--- config.mk ---
export PLATFORM = sky130hd
export DESIGN_NAME = alu_mult_sequencer_flat
export DESIGN_NICKNAME = d
export VERILOG_FILES = /design/src/rtl/alu_mult_sequencer_if.sv /design/src/rtl/alu_mult_sequencer.sv /design/src/flat_wrapper.sv
export SDC_FILE = /design/constraint.sdc
export NUM_CORES = 1
export LEC_CHECK = 0
export CAP_MARGIN = 20
export CORE_MARGIN = 1.5
export CORE_UTILIZATION = 25
export DETAILED_ROUTE_END_ITERATION = 16
export GPL_TIMING_DRIVEN = 0
export PLACE_DENSITY_LB_ADDON = 0.12
export SLEW_MARGIN = 20
export SYNTH_ARGS = -nofsm -noshare
export SYNTH_HDL_FRONTEND = slang
export SYNTH_SLANG_ARGS = --single-unit
--- constraint.sdc ---
create_clock -name clk -period 1.95 [get_ports clk]
set_input_delay 0.2925 -clock clk [delete_from_list [all_inputs] [get_ports clk]]
set_output_delay 0.2925 -clock clk [all_outputs]
set_load 0.01 [all_outputs]
--- src/rtl/alu_mult_sequencer_if.sv ---
// rtl/alu_mult_sequencer_if.sv - issue handshake and ALU operand bus for the shift-add multiplier
interface alu_mult_sequencer_if;
  logic        start;
  logic [31:0] multiplicand;
  logic [31:0] multiplier;
  logic [31:0] alu_A;
  logic [31:0] alu_B;
  logic [2:0]  alu_op;
  logic        alu_cin;
  logic [31:0] alu_result;
  logic        alu_cout;
  logic [63:0] product;
  logic        busy;
  logic        done;

  modport master (
    output start, multiplicand, multiplier, alu_result, alu_cout,
    input  alu_A, alu_B, alu_op, alu_cin, product, busy, done
  );

  modport slave (
    input  start, multiplicand, multiplier, alu_result, alu_cout,
    output alu_A, alu_B, alu_op, alu_cin, product, busy, done
  );
endinterface

--- src/rtl/alu_mult_sequencer.sv ---
// rtl/alu_mult_sequencer.sv - shift-add 32x32->64 unsigned multiplier sequencer
// Borrows the shared 32-bit ALU as its adder; one ADD/SHIFT pair per multiplier bit.
module alu_mult_sequencer #(
  parameter logic [2:0] OP_ADD  = 3'b010,
  parameter logic [2:0] OP_IDLE = 3'b000,
  parameter int         N_ITER  = 32
) (
  input logic           clk,
  input logic           rst_n,
  alu_mult_sequencer_if.slave bus
);

  typedef enum logic [1:0] {
    S_IDLE,
    S_ADD,
    S_SHIFT,
    S_DONE
  } state_t;

  localparam logic [4:0] LAST_ITER = 5'(N_ITER - 1);

  state_t      state;
  logic [31:0] hi;
  logic [31:0] lo;
  logic [31:0] mcand;
  logic        c;
  logic [4:0]  count;
  logic        busy_q;
  logic        done_q;
  logic [2:0]  op_q;

  always_ff @(posedge clk or negedge rst_n) begin
    if (!rst_n) begin
      state  <= S_IDLE;
      hi     <= '0;
      lo     <= '0;
      mcand  <= '0;
      c      <= 1'b0;
      count  <= '0;
      busy_q <= 1'b0;
      done_q <= 1'b0;
      op_q   <= OP_IDLE;
    end else begin
      case (state)
        S_IDLE: begin
          if (bus.start) begin
            hi     <= '0;
            lo     <= bus.multiplier;
            mcand  <= bus.multiplicand;
            c      <= 1'b0;
            count  <= '0;
            busy_q <= 1'b1;
            op_q   <= OP_ADD;
            state  <= S_ADD;
          end
        end
        S_ADD: begin
          if (lo[0]) begin
            {c, hi} <= {bus.alu_cout, bus.alu_result};
          end else begin
            c <= 1'b0;
          end
          op_q  <= OP_IDLE;
          state <= S_SHIFT;
        end
        S_SHIFT: begin
          // 65-bit logical right shift of {c,hi,lo}
          c     <= 1'b0;
          hi    <= {c, hi[31:1]};
          lo    <= {hi[0], lo[31:1]};
          count <= count + 5'd1;
          if (count == LAST_ITER) begin
            busy_q <= 1'b0;
            done_q <= 1'b1;
            state  <= S_DONE;
          end else begin
            op_q  <= OP_ADD;
            state <= S_ADD;
          end
        end
        S_DONE: begin
          done_q <= 1'b0;
          state  <= S_IDLE;
        end
        default: begin
          busy_q <= 1'b0;
          done_q <= 1'b0;
          op_q   <= OP_IDLE;
          state  <= S_IDLE;
        end
      endcase
    end
  end

  assign bus.alu_A   = (state == S_ADD) ? hi : 32'd0;
  assign bus.alu_B   = (state == S_ADD) ? mcand : 32'd0;
  assign bus.alu_op  = op_q;
  assign bus.alu_cin = 1'b0;
  assign bus.product = {hi, lo};
  assign bus.busy    = busy_q;
  assign bus.done    = done_q;

endmodule

--- src/flat_wrapper.sv ---
// flat-port wrapper written by rule: the top's interface ports become plain ports
module alu_mult_sequencer_flat 
#(
  parameter logic [2:0] OP_ADD  = 3'b010,
  parameter logic [2:0] OP_IDLE = 3'b000,
  parameter int         N_ITER  = 32
)
  (clk, rst_n, bus_start, bus_multiplicand, bus_multiplier, bus_alu_result, bus_alu_cout, bus_alu_A, bus_alu_B, bus_alu_op, bus_alu_cin, bus_product, bus_busy, bus_done);
  alu_mult_sequencer_if bus_i ();
  input logic clk;
  input logic rst_n;
  input wire logic [$bits(bus_i.start)-1:0] bus_start;
  input wire logic [$bits(bus_i.multiplicand)-1:0] bus_multiplicand;
  input wire logic [$bits(bus_i.multiplier)-1:0] bus_multiplier;
  input wire logic [$bits(bus_i.alu_result)-1:0] bus_alu_result;
  input wire logic [$bits(bus_i.alu_cout)-1:0] bus_alu_cout;
  output wire logic [$bits(bus_i.alu_A)-1:0] bus_alu_A;
  output wire logic [$bits(bus_i.alu_B)-1:0] bus_alu_B;
  output wire logic [$bits(bus_i.alu_op)-1:0] bus_alu_op;
  output wire logic [$bits(bus_i.alu_cin)-1:0] bus_alu_cin;
  output wire logic [$bits(bus_i.product)-1:0] bus_product;
  output wire logic [$bits(bus_i.busy)-1:0] bus_busy;
  output wire logic [$bits(bus_i.done)-1:0] bus_done;
  assign bus_i.start = bus_start;
  assign bus_i.multiplicand = bus_multiplicand;
  assign bus_i.multiplier = bus_multiplier;
  assign bus_i.alu_result = bus_alu_result;
  assign bus_i.alu_cout = bus_alu_cout;
  assign bus_alu_A = bus_i.alu_A;
  assign bus_alu_B = bus_i.alu_B;
  assign bus_alu_op = bus_i.alu_op;
  assign bus_alu_cin = bus_i.alu_cin;
  assign bus_product = bus_i.product;
  assign bus_busy = bus_i.busy;
  assign bus_done = bus_i.done;
  alu_mult_sequencer #(.OP_ADD(OP_ADD), .OP_IDLE(OP_IDLE), .N_ITER(N_ITER)) u_core (.clk(clk), .rst_n(rst_n), .bus(bus_i));
endmodule
* Word-level counts from Yosys, hierarchy flattened
Index checks and enable logic that the tools add are counted.
** Storage, ports and cells
- Register bits :: 109
- Bits of input ports :: 100
- Output and inout port bits :: 134
- Logic and storage cells :: 52
** Cells by class
- Add/sub/neg operators :: 1
- Equality and inequality tests :: 8
- Mux-type cells :: 23
- Reduce and logical (&&, ||, !) cells :: 11
** Operators by type and width (number)
- $mux 32 :: 5
- $pmux 32 s3 :: 1
- $pmux 32 s2 :: 1
- $pmux 5 s2 :: 1
- $pmux 3 s3 :: 1
- $reduce_and 3->1 :: 3
- $pmux 2 s4 :: 1
- $reduce_and 2->1 :: 4
- $mux 3 :: 2
- $add 5x1->5 const B :: 1
- $eq 5x5->1 const B :: 1
- $mux 1 :: 5
- $mux 5 :: 1
- $eq 2x2->1 const B :: 2
- $mux 2 :: 2
- $ne 2x1->1 const B :: 2
- $ne 2x2->1 const B :: 2
- $pmux 1 s2 :: 2
- $reduce_bool 2->1 :: 2
- $pmux 1 s3 :: 1
- $reduce_bool 3->1 :: 1
- $eq 2x1->1 const B :: 1
- $logic_not 2->1 :: 1

* Longest topological paths before layout
Gate-level depths: netlist of the first run.
- Depth after elaboration :: 3
- Gate-level depth with buffers :: 8
- Depth with buffers taken out :: 6

* Worst setup path before layout of the first run
Ideal clock, no wire load.
- Path kind :: register to register
- Start point :: register u_core.state[0]
- End point :: register u_core.hi[14]
- Setup time :: 0.125 ns
- Arrival :: 1.736 ns
- Path slack :: 0.089 ns
- Cell stages (with the launch flop) :: 8
- Buffers on the path :: 2
- Period minus slack after synthesis :: 1.861 ns
- Path through :: dfrtp_1 > inv_1 > ha_1 > nor2b_1 > buf_2 > nor3_4 > buf_6 > mux2_2
** Between the ends
- Cells in the longest elaborated chain, start to end :: 3
** RTL lines
- start, declared :: RTL line alu_mult_sequencer.sv:22 : state_t state;
- start signal, assigned :: RTL line alu_mult_sequencer.sv:34 : state <= S_IDLE;
- start signal, assigned :: RTL line alu_mult_sequencer.sv:54 : state <= S_ADD;
- start signal, assigned :: RTL line alu_mult_sequencer.sv:64 : state <= S_SHIFT;
- $eq 2x1->1 (tied with other cells) :: RTL line alu_mult_sequencer.sv:44 : case (state)
- $ne 2x1->1 (no line) (tied with other cells)
- $reduce_and 3->1 (no line)
- end signal, assigned :: RTL line alu_mult_sequencer.sv:59 : {c, hi} <= {bus.alu_cout, bus.alu_result};
- end signal, assigned :: RTL line alu_mult_sequencer.sv:69 : hi <= {c, hi[31:1]};
- end, declared :: RTL line alu_mult_sequencer.sv:23 : logic [31:0] hi;
Several ways; a longest one is shown, not always the timed one.
A chain may end at the register's enable or synchronous reset.

* Worst setup path in the final report of the first run
- Start point :: register u_core.state[1]
- End point :: output bus_alu_A[22]
** Between the ends
- Cells in the longest elaborated chain, start to end :: 2
** RTL lines
- $eq 2x1->1 :: RTL line alu_mult_sequencer.sv:95 : assign bus.alu_A = (state == S_ADD) ? hi : 32'd0;
- $mux 32 :: RTL line alu_mult_sequencer.sv:95
- end, declared :: RTL line flat_wrapper.sv:17 : output wire logic [$bits(bus_i.alu_A)-1:0] bus_alu_A;
Every way passes these cells.

==> results.md, run 1 <==
* Post-synth cell types at 34
* Final GP Congestion at 0.716
* Hold WC Path Type: primary input to asynchronous set/reset pin
* DR WL/cell at 16.8 um
* Clock Sinks at 107
* Worst path depth at 6
* Final Hold Fails at 0
* Placed instance count at 1002
* Worst-path maximum fanout at 6
* Crit Reg-Reg Startpoint: u_core.state[0]
* Mapped Area at 0.00547 mm^2
* Die Area at 0.0228 mm^2
* Area share of the largest cell type after synthesis at 0.489
* Fillcell total at 2064
* Detailed Routing Iterations Pass 1 at 4
* Crit-path slowest cell: dfrtp_1
* Vias in the first global route at 4755
* CP required at 1.66 ns
* Ys Warns at 0
* Ports at 234
* Total leakage power at 0.00410 uW
* Clock transition at the registers of the reported paths at 0.07 ns
* Initial antenna violation count at 0
* Fmax at 513 MHz
* Type of origin of the critical path: flop
* Setup CP Type: flop to primary output
* Worst Setup End Kind: primary output
* Worst skew pair latency at 0.35 ns
* Number of diodes at 0
* R2R depth at 8
* CTS max path bufs at 2
* Period minus WS final at 1.95 ns
* Layout cells sized above 1 at 0.355
* Die Ht at 151 um
* Fin. max-slew vios at 0
* Clock Skew at 0.00789 ns
* Top delay family on crit path: buffers and inverters
* Post-detail-place hpwl at 12.1 mm
* Row count at 53
* CP Data Arrival Time at 1.66 ns
* CTS tree: yes
* Via count at 4729
* Final Cycle Share at 1.00
* I/O Buffers at 230
* Post-synth ARST share at 1.00
* Worst hold slack at 0.467 ns
* Gate Count Post-Synth at 494
* PwrDens at 1680 mW/mm^2
* Layout Nets at 873
* Initial DRC Count at 131
* RSZ-0062 raised after global routing: true
* Htree depth at 3
* Largest area contributor in the netlist: dfrtp_1
* Worst path bufs/invs at 4
* Post-Syn Area per Cell at 11.1 um^2
* Layout area overhead at 70.6%
* GRT overflow at 0
* CTS buffer count at 9
* CP Cell Sequence: inv_2 -> ha_4 -> clkbuf_16 -> clkbuf_16 -> and2_4 -> buf_6
* Top cell by count, worst path: clkbuf_16
* Main flop type after synthesis: dfrtp_1
* Detail Route Antenna Nets at 0
* CTS Root Cell: clkbuf_16
* Peak supply drop at 0.000575 V
* WL final at 17.6 mm
* Slowest stage delay, CP at 0.41 ns
* Top post-synthesis cells by area: dfrtp_1, mux2_2, and2_1
* Flops & latches, synth at 107
* Reg2reg setup slack at 0.05 ns
* Core area at 0.0212 mm^2
* Max-Cap Viols at 0
* Residual DRC count at 0
* Reg-to-Reg End: u_core.hi[26]
* Vias per inst at 4.52
* Post-synthesis sequential area ratio at 0.489
* Post-Layout Cell Count at 1046
* GRT Total Usage at 0.149
* Status: finished, final reports clean
* First-pass GRT wire length at 26.1 mm
* Initial core utilization at 0.258
* Largest net degree at the start of global routing at 60
* Final setup vio count at 0
* Die X at 151 um
* EDFF count, synth at 0
==> power by group <==
| group | internal, uW | total (uW) | leakage [uW] | switching (uW) |
|---|---|---|---|---|
| sequential | 3320 | 4250 | 0.00135 | 932 |
| clock | 998 | 1870 | 0.000135 | 870 |
| combinational | 5630 | 9510 | 0.00261 | 3890 |
| total | 9950 | 15600 | 0.00410 | 5690 |
==> stage by stage <==
| step | worst slack (ns) | setup TNS (ns) | utilization | total power [uW] | cell area (um^2) |
|---|---|---|---|---|---|
| global placement | -3.99 | -486.38 | 0.383 | 11500 | 8120 |
| detailed placement | -0.952 | -63.23 | 0.384 | 11600 | 8150 |
| finish | 0.000931 | 0 | 0.440 | 15600 | 9330 |
| CTS | -0.0458 | -1.60 | 0.420 | 14800 | 8910 |
| floorplan | 0.0889 | 0 | - | 8070 | 5480 |
| global route | -0.0782 | -3.10 | 0.440 | 16700 | 9330 |
==> repair_timing <==
item	CTS	global route
pin swaps	22	11
setup endpoints to repair	157	141
setup buffers	11	6
hold buffers	1	0
gates cloned	9	2
endpoints found under the hold margin	48	0
gates resized for setup	371	109
==> worst register-to-register path: stages, from the launching register on <==
cell	delay, ns
dfrtp_1	0.43
inv_2	0.10
ha_4	0.18
nor2b_1	0.12
buf_4	0.15
nor3_4	0.19
buf_12	0.18
clkbuf_16	0.16
mux2_4	0.30
==> synthesized netlist by cell type, types with 2 or more instances <==
cell type	instances
mux2_1	8
clkbuf_1	20
mux2i_1	38
nor2_1	2
buf_4	4
buf_2	14
nor2b_1	34
ha_1	7
mux2_2	56
nand2b_1	2
a32oi_1	2
inv_1	6
o21ai_0	38
a21oi_1	3
nand3_1	4
buf_6	3
nand2_1	36
a22oi_1	32
and2_1	64
dfrtp_1	107
==> flip-flops by register name (all words and copies together) (netlist names) <==
name               count
u_core.bus.busy        1
u_core.lo             32
u_core.hi             32
u_core.mcand          32
u_core.state           2
u_core.bus.done        1
u_core.c               1
u_core.bus.alu_op      1
u_core.count           5
==> cell type report <==
cell class / instances / area [um^2] / share of cell area
Tap cell: 275 / 344 / 0.0369
Clock buffer: 10 / 229 / 0.0245
Multi-Input combinational cell: 342 / 2830 / 0.303
Buffer: 40 / 439 / 0.0471
Timing Repair Buffer: 260 / 2720 / 0.292
Sequential cell: 107 / 2680 / 0.287
Clock inverter: 6 / 66.3 / 0.00710
Inverter: 6 / 22.5 / 0.00241
==> placed cells by master (no fill, tap or decap), drive strengths merged, types with 2 or more instances in the layout <==
cell type | netlist | routed
a32oi | 2 | 2
buf | 21 | 106
nor2b | 34 | 34
nand2 | 36 | 36
a21oi | 3 | 3
a22oi | 32 | 32
and2 | 64 | 64
nand2b | 2 | 2
mux2i | 39 | 39
dfrtp | 107 | 107
o21ai | 38 | 38
clkinvlp | 0 | 3
mux2 | 64 | 64
nor2 | 2 | 2
nand3 | 4 | 4
clkbuf | 20 | 37
ha | 7 | 7
clkinv | 0 | 2
conb | 1 | 3
inv | 6 | 6
clkdlybuf4s50 | 0 | 165
==> worst max-delay path by stage <==
stage / from / to
2_1_floorplan: u_core.state[0] / u_core.hi[14]
3_3_place_gp: rst_n / u_core.mcand[8]
3_5_place_dp: u_core.state[1] / bus_alu_A[29]
4_1_cts: u_core.state[1] / bus_alu_B[23]
5_1_grt: u_core.state[1] / bus_alu_A[25]
6_report: u_core.state[1] / bus_alu_A[22]
==> cells by family (layout without fill, tap and decap cells) <==
logic type               Yosys count  after routing  share of synthesized area
flip-flops                       107            107                      0.489
XOR/XNOR                           1              1                    0.00160
multiplexers                     103            103                      0.204
AND/OR/NAND/NOR                  147            147                      0.153
AO/OA/AOI/OAI                     81             81                     0.0936
adder cells (fa/ha/maj)            7              7                     0.0160
buffers and inverters             47            322                     0.0423
other                              1              3                   0.000686
==> layer usage <==
metal  GRT usage  routed length (um)
met5           0                   0
met3      0.0313                1060
met4      0.0578                 300
met1       0.191                7730
met2       0.246                8520
Power figures use the tool's default switching activity.
==> run 2: changes to the inputs <==
==> constraint.sdc (replaced) <==
create_clock -name clk -period 1.95 [get_ports clk]
set_input_delay 0.195 -clock clk [delete_from_list [all_inputs] [get_ports clk]]
set_output_delay 0.195 -clock clk [all_outputs]
set_load 0.01 [all_outputs]
==> run 2 against run 1 <==
Against the previous run:
- total power shrank 7.8%
- die area is the same
- utilization shrank 3.0 points
- wire length shrank 3.5%
- count of clock-buffer cells in the layout is the same
- critical endpoint is now u_core.hi[26]
- first-iteration DRC count grew 0.76%
- clock skew shrank 0.00082 ns
==> results.md, run 2 (synthesis results as in run 1) <==
* Reg2reg setup slack at 0.05 ns
* Commonest non-fill, non-tap cell in the layout: clkdlybuf4s50_1
* CTS buffer count at 9
* Clock Skew at 0.00708 ns
* Initial core utilization at 0.258
* Final Hold Fails at 0
* WL final at 17.0 mm
* Layout Nets at 868
* Fin worst setup slack at 0.0541 ns
* Final GP Congestion at 0.716
* CP required at 2.19 ns
* GRT overflow at 0
* Final core utilization at 0.410
* Setup CP Type: flop to flop
* Worst skew pair latency at 0.35 ns
* Number of diodes at 0
* GRT Total Usage at 0.145
* CP Cell Sequence: inv_2 -> ha_4 -> nor2b_1 -> buf_4 -> nor3_4 -> buf_12 -> clkbuf_16 -> mux2_4
* Status: finished, final reports clean
* Crit-path slowest cell: dfrtp_1
* Fillcell total at 2127
* Layout area overhead at 59.2%
* Ports at 234
* I/O Buffers at 230
* R2R depth at 8
* Final Cycle Share at 0.972
* Initial DRC Count at 132
* Top flop regs: u_core.hi: 32 flops, u_core.lo: 32 flops, u_core.mcand: 32 flops
* Die Ht at 151 um
* Total leakage power at 0.00389 uW
* GRT Max-Usage Layer: met2
* Reg-to-Reg End: u_core.hi[26]
* Clock Sinks at 107
* Most frequent cells in the layout: clkdlybuf4s50_1, dfrtp_1, and2_1, buf_2, mux2_2
* Clock transition at the registers of the reported paths at 0.07 ns
* Max-Cap Viols at 0
* Crit Reg-Reg Startpoint: u_core.state[0]
* Hold WC Path Type: primary input to asynchronous set/reset pin
* Met2 Use GR at 0.242
* Detailed Routing Iterations Pass 1 at 4
* Largest net degree at the start of global routing at 60
* Final setup vio count at 0
* Placed instance count at 1002
* DR WL/cell at 16.3 um
* Worst-path maximum fanout at 8
* Met3 usage at 0.0313
* Die Area at 0.0228 mm^2
* Layout cells sized above 1 at 0.266
* Pre-CTS WS at -0.854 ns
* Fin. max-slew vios at 0
* PwrDens at 1650 mW/mm^2
* Die X at 151 um
* Post-Layout Cell Count at 1041
* CP startpoint: u_core.state[0]
* Htree depth at 3
* Initial antenna violation count at 0
* Vias in the first global route at 4741
* Residual DRC count at 0
* Worst Setup End Kind: flop
* Slew HR at 0.661
* Slowest stage delay, CP at 0.43 ns
* Worst hold slack at 0.367 ns
* Vias per inst at 4.46
* Fmax at 527 MHz
* Met1 Use GR at 0.180
* Post-route setup TNS at 0 ns
* CTS tree: yes
* Peak supply drop at 0.000552 V
* CTS Root Cell: clkbuf_16
* CP Data Arrival Time at 2.13 ns
* Slew @ Worst Pin at 0.508 ns
* Core area at 0.0212 mm^2
* Via count at 4648
* Row count at 53
* Detail Route Antenna Nets at 0
* CTS max path bufs at 2
* Period minus WS final at 1.90 ns
* Post-detail-place hpwl at 12.1 mm
* First-pass GRT wire length at 25.4 mm
* Type of origin of the critical path: flop
==> run 2: cell types whose count changed in the layout (fill, tap and decap cells not counted), sizes merged <==
| cell | before | now |
|---|---|---|
| dlygate4sd2 | 0 | 1 |
| clkdlybuf4s15 | 1 | 5 |
| buf | 106 | 100 |
| clkbuf | 37 | 33 |
==> run 2: final cells by class <==
type | count | area, um^2 | area share
buffer | 38 | 350 | 0.0402
clock buffer | 10 | 229 | 0.0263
clock inverter | 6 | 66.3 | 0.00762
inverter | 6 | 22.5 | 0.00259
multi-input combinational | 342 | 2650 | 0.304
sequential | 107 | 2680 | 0.308
tap | 275 | 344 | 0.0395
timing repair buffer | 257 | 2370 | 0.272
==> run 2: where the power goes <==
group | total (uW) | switching (uW) | leakage [uW] | internal (uW)
logic | 8360 | 3630 | 0.00240 | 4740
clock network | 1860 | 865 | 0.000135 | 998
registers | 4180 | 862 | 0.00135 | 3320
==> run 2: stage by stage <==
stage               cell area, um^2  power, uW
global route                   8710      15500
floorplan                      5480       8070
finish                         8710      14400
global placement               8120      11500
CTS                            8500      14000
detailed placement             8150      11600
==> run 2: timing repair <==
| item | CTS | global route |
|---|---|---|
| gates resized for setup | 284 | 50 |
| gates cloned | 2 | 4 |
| pin swaps | 1 | 1 |
| buffers inserted | 10 | 9 |
| hold endpoints to repair | 48 | 0 |
| hold buffers | 1 | 0 |
| setup endpoints to repair | 157 | 93 |
==> run 2: worst max path at each step <==
stage / end / slack [ns] / cells past startpoint
after detailed placement: bus_alu_A[29] / -0.85 / 7
after CTS: bus_alu_A[0] / -0.08 / 8
after global placement: u_core.mcand[8] / -3.89 / 1
after floorplan: u_core.hi[14] / 0.09 / 7
final: u_core.hi[26] / 0.05 / 8
after global routing: bus_alu_B[15] / -0.009 / 6
==> run 2: per-layer routing <==
metal  share of wire  vias to the layer above
met3           0.061                       19
met1            0.44                     2256
met4           0.021                        0
met2            0.48                      144
met5               0                        -
li1                -                     2229
==> run 2: worst max-delay path: cells and delay by family (launching register included) <==
kind / cells / cell delay [ns]
muxes: 1 / 0.30
DFF: 1 / 0.43
adders and majority gates: 1 / 0.17
and+or+nand+nor: 2 / 0.31
buffers and inverters: 4 / 0.58
